**config.mk**
```make
export PLATFORM = sky130hd
export DESIGN_NAME = ram_arbiter
export DESIGN_NICKNAME = d
export VERILOG_FILES = /design/src/rtl/ram_arbiter.sv
export SDC_FILE = /design/constraint.sdc
export NUM_CORES = 1
export LEC_CHECK = 0
export CAP_MARGIN = 20
export CORE_MARGIN = 8
export CORE_UTILIZATION = 25
export CTS_CLUSTER_DIAMETER = 120
export DETAILED_ROUTE_END_ITERATION = 16
export PLACE_DENSITY = 0.72
export SLEW_MARGIN = 15
export SYNTH_ARGS = -nofsm -noshare
export SYNTH_HDL_FRONTEND = slang
export SYNTH_SLANG_ARGS = --single-unit
```
**constraint.sdc**
```tcl
create_clock -name ARB_Clk -period 2.55 [get_ports ARB_Clk]
set_input_delay 0.51 -clock ARB_Clk [delete_from_list [all_inputs] [get_ports ARB_Clk]]
set_output_delay 0.51 -clock ARB_Clk [all_outputs]
set_load 0.01 [all_outputs]
```
**src/rtl/ram_arbiter.sv**
```systemverilog
// ram_arbiter: two-port (fetch/data) arbiter onto a single-ported RAM with per-access timeout.
// Define ARB_ROUND_ROBIN_EN for round-robin grants; otherwise the data port has fixed priority.
module ram_arbiter #(
  parameter int ADDR_WIDTH = 10,
  parameter int TIMEOUT    = 15
) (
  input  logic                  ARB_Clk,
  input  logic                  ARB_Reset,
  input  logic                  ARB_I_Req,
  input  logic                  ARB_D_Req,
  input  logic [ADDR_WIDTH-1:0] ARB_I_Address,
  input  logic [ADDR_WIDTH-1:0] ARB_D_Address,
  input  logic                  ARB_D_Write,
  input  logic [31:0]           ARB_D_Data_In,
  output logic                  ARB_I_Done,
  output logic                  ARB_D_Done,
  output logic [31:0]           ARB_I_Data_Out,
  output logic [31:0]           ARB_D_Data_Out,
  output logic                  ARB_Error,
  output logic                  ARB_RAM_Read_Ready,
  output logic                  ARB_RAM_Write_Valid,
  output logic [ADDR_WIDTH-1:0] ARB_RAM_Address,
  output logic [31:0]           ARB_RAM_Data_In,
  input  logic                  ARB_RAM_Read_Valid,
  input  logic                  ARB_RAM_Write_Ready,
  input  logic [31:0]           ARB_RAM_Data_Out
);
  typedef enum logic [1:0] {IDLE, ACCESS, RESP} state_t;
  localparam logic [3:0] TO = 4'(TIMEOUT);
  state_t                state_q, state_d;
  logic [ADDR_WIDTH-1:0] addr_q, addr_d;
  logic [31:0]           data_q, data_d;
  logic                  wr_q, wr_d, sel_q, sel_d, err_q, err_d;
  logic [3:0]            cnt_q, cnt_d;
  logic                  pick_data, any_req;
  assign any_req = ARB_I_Req | ARB_D_Req;
`ifdef ARB_ROUND_ROBIN_EN
  logic i_next_q;
  assign pick_data = ARB_D_Req & ~(ARB_I_Req & i_next_q);
  // Fetch port goes next whenever the data port was just granted.
  always_ff @(posedge ARB_Clk) begin
    if (ARB_Reset) i_next_q <= 1'b1;
    else if (state_q == IDLE && any_req) i_next_q <= pick_data;
  end
`else
  assign pick_data = ARB_D_Req;
`endif
  always_comb begin
    state_d = state_q;
    addr_d  = addr_q;
    data_d  = data_q;
    wr_d    = wr_q;
    sel_d   = sel_q;
    err_d   = err_q;
    cnt_d   = cnt_q;
    unique case (state_q)
      IDLE: if (any_req) begin
        state_d = ACCESS;
        sel_d   = pick_data;
        addr_d  = pick_data ? ARB_D_Address : ARB_I_Address;
        wr_d    = pick_data & ARB_D_Write;
        data_d  = pick_data ? ARB_D_Data_In : '0;
        err_d   = 1'b0;
        cnt_d   = '0;
      end
      ACCESS: if (wr_q ? ARB_RAM_Write_Ready : ARB_RAM_Read_Valid) begin
        state_d = RESP;
      end else begin
        cnt_d = cnt_q + 4'd1;
        if (cnt_d == TO) begin
          state_d = RESP;
          err_d   = 1'b1;
        end
      end
      RESP: state_d = IDLE;
      default: state_d = IDLE;
    endcase
  end
  always_ff @(posedge ARB_Clk) begin
    if (ARB_Reset) begin
      state_q <= IDLE;
      addr_q  <= '0;
      data_q  <= '0;
      wr_q    <= 1'b0;
      sel_q   <= 1'b0;
      err_q   <= 1'b0;
      cnt_q   <= '0;
    end else begin
      state_q <= state_d;
      addr_q  <= addr_d;
      data_q  <= data_d;
      wr_q    <= wr_d;
      sel_q   <= sel_d;
      err_q   <= err_d;
      cnt_q   <= cnt_d;
    end
  end
  logic acc, rsp, rd_ok;
  assign acc   = state_q == ACCESS;
  assign rsp   = state_q == RESP;
  assign rd_ok = rsp & ~wr_q & ~err_q;
  assign ARB_RAM_Read_Ready  = acc & ~wr_q;
  assign ARB_RAM_Write_Valid = acc & wr_q;
  assign ARB_RAM_Address     = acc ? addr_q : '0;
  assign ARB_RAM_Data_In     = acc ? data_q : '0;
  assign ARB_I_Done          = rsp & ~sel_q;
  assign ARB_D_Done          = rsp & sel_q;
  assign ARB_Error           = rsp & err_q;
  assign ARB_I_Data_Out      = (rd_ok & ~sel_q) ? ARB_RAM_Data_Out : '0;
  assign ARB_D_Data_Out      = (rd_ok & sel_q) ? ARB_RAM_Data_Out : '0;
endmodule

```
==> metrics <==
CP arrival 1950 ps; PortBufs 201; largest family of logic cells by synthesized area simple AND/OR/NAND/NOR gates; Routed WL per cell 16.5 µm; Final period util 96.4%; CTS clk-pin slew, worst paths 100 ps; hold crit path type reg2reg; Vias 3,037; I/O pin count 202; die area 14,600 µm²; YS warnings 0; CTS tree built; post-synthesis mux area share 4.42%; core box area 10,800 µm²; critical path, cell by cell nor4_4 -> buf_4 -> buf_4 -> and2_1 -> clkdlybuf4s50_1; xor and xnor fraction of the mapped netlist area 0%; detailed-routed wire length on met3 1110 µm; Crit-path slowest cell clkdlybuf4s50_1; Synthesized Nets 428; mapped cell area 2750 µm²; status finished, final reports clean; DRC violations left 0; Worst-Skew Late Latency 310 ps; Post-Route Utilization 47.2%; DR iter-0 viols 184; min-delay src addr_q[4]$_SDFFE_PP0P_; Worst Clk Skew 9.47 ps; Final Non-Filler Cells 668; layout cell share with drive strength beyond 1 5.49%; sequential cell area fraction in the yosys report 37.2%; vias per cell 4.55; Layout area overhead 85.6%; power per cell area 378 nW/µm²; register area 1030 µm²; vias in the first global route 3,030; CTS Root Cell clkbuf_8; ANT nets after route 0; Synth async-reset ratio 0%; Synth Area in Adders 0.911%; Rel. slew slack 55.8%; Most common cell on crit path buf_4; DIE HEIGHT 121 µm; Compound-Gate Fraction of Synth Area 14.8%; Critical Path Max Stage Delay 540 ps; GP Congestion 0.780; critical path class reg2out; main flop type after synthesis dfxtp_1; H-tree depth 2; DR top layer met4; max-slew violations 0; initial antenna violation count 0; Synth cell types 33; Leak Pwr 0.00266 µW; total wire length 11,000 µm; grt total ovfl 0; Mean Syn Cell Area 8.20 µm²; ANT cells 0; TritonCTS Sinks 51; setup tns final 0 ps; WL met1 4260 µm; largest net degree at the start of global routing 47; post-synthesis instance total 335; multi-input logic area 1610 µm²; FILL cells 1,047; synthesis-stage register bit count 51; Num CTS Buffers 5; post-synthesis simple-gate area fraction 37.7%; Crit. End Element output port; R2R Path Start state_q[1]$_SDFFE_PP0P_; Setup crit start err_q$_SDFFE_PP0P_; DPL Wire Length 8580 µm; first-pass GRT wire length 16,400 µm; final hold vios 0; Final min period 2460 ps; width of the die 121 µm; met2 routed WL 5550 µm; Cell Rows 38; Worst Max-Slew Pin Slew 664 ps; worst vdd ir 0.000235 V; Clock Path Buffers 2; worst-path fanout max 8; GRT Util Overall 13.9%; Worst setup SP type flop; CP required 2040 ps; EDFF count, synth 0; Placed Cells 655; Initial Utilization 25.4%; Finish-stage setup viols 0; Layout Nets 620; maxcap violations 0; Initial DRT Pass Iterations 4; fmax 407 MHz
## layout make-up
class / instances / share of cell area [%]
flip-flops and latches: 51 / 20.2
inverters: 2 / 0.147
repair buffers: 213 / 43.1
clock inverters: 2 / 0.245
multi-input cells: 254 / 31.5
well taps: 140 / 3.44
clock buffers: 6 / 1.42
## kinds of logic (layout without fill, tap and decap cells)
| group | Yosys count | count (layout) |
|---|---|---|
| simple gates | 184 | 184 |
| compound gates | 56 | 56 |
| flops | 51 | 51 |
| buf+inv | 30 | 223 |
| mux | 12 | 12 |
| fa+ha+maj | 2 | 2 |
## cells in the mapped netlist, types with 2 or more instances
master / instances / area, µm²
mux2i_1: 11 / 110
nor2_1: 51 / 191
buf_2: 10 / 50.1
ha_1: 2 / 25.0
a21oi_1: 5 / 25.0
nor3_1: 4 / 20.0
nor2b_1: 3 / 18.8
clkbuf_2: 3 / 15.0
dfxtp_1: 51 / 1020
and2_1: 111 / 694
a211oi_1: 12 / 90.1
nand2b_1: 2 / 12.5
inv_1: 2 / 7.51
a22oi_1: 34 / 255
nand3_1: 2 / 10.0
nand2_1: 3 / 11.3
clkbuf_1: 13 / 48.8
## where the power goes
group | leakage (µW) | switching (µW) | total (µW) | internal (µW)
registers | 0.000420 | 35.4 | 893 | 858
clock network | 0.0000412 | 277 | 470 | 193
logic | 0.00220 | 253 | 566 | 312
total | 0.00266 | 566 | 1930 | 1360
## final timing paths
kind | to | slack [ps] | cells past startpoint
setup / recovery | ARB_I_Data_Out[22] | 90 | 5
hold / removal | addr_q[4]$_SDFFE_PP0P_ | 500 | 2
setup reg to reg | addr_q[3]$_SDFFE_PP0P_ | 900 | 4
hold reg to reg | addr_q[4]$_SDFFE_PP0P_ | 500 | 2
## registers in the layout, summed over array words and instances (netlist names)
register  flops
addr_q       10
cnt_q         4
data_q       32
err_q         1
sel_q         1
state_q       2
wr_q          1
## layout by cell type, fill, tap and decap left out, types with 2 or more instances in the layout
cell type	n
clkdlybuf4s50_1	148
and2_1	111
nor2_1	51
dfxtp_1	48
dlymetal6s2s_1	36
a22oi_1	34
dlygate4sd2_1	16
a211oi_1	12
mux2i_1	11
buf_4	7
a21oi_1	5
clkbuf_8	5
nor3_1	4
buf_6	4
nand2_1	3
inv_1	2
nor2b_1	2
nand3_1	2
ha_1	2
dfxtp_2	2
## timing repair
action	CTS	global route
setup buffers	0	2
resized for setup	20	46
gates cloned	1	2
setup endpoints to repair	35	48
hold buffers	0	0
## metrics by stage
| stage | power (µW) | hold WS (ps) | area, µm² | setup slack, ps |
|---|---|---|---|---|
| 6_report | 1930 | 498 | 5100 | 91.6 |
| 5_1_grt | 2040 | 522 | 5100 | -32.8 |
| 4_1_cts | 1950 | 503 | 4960 | -70.7 |
| 3_5_place_dp | 1480 | 488 | 4880 | 176 |
| 3_3_place_gp | 1470 | 480 | 4880 | 219 |
| 2_1_floorplan | 1170 | 468 | 2750 | 771 |
## critical path, delay by kind of cell (launching register included)
kind                   cells  cell delay [ps]
and+or+nand+nor            2              430
buffers and inverters      3              850
DFF                        1              370
## per-layer routing
| layer | track usage (%) | vias up |
|---|---|---|
| li1 | - | 1514 |
| met1 | 14.1 | 1369 |
| met2 | 25.8 | 144 |
| met3 | 6.34 | 10 |
| met4 | 2.42 | 0 |
| met5 | 0 | - |
(Power assumes the default switching activity.)
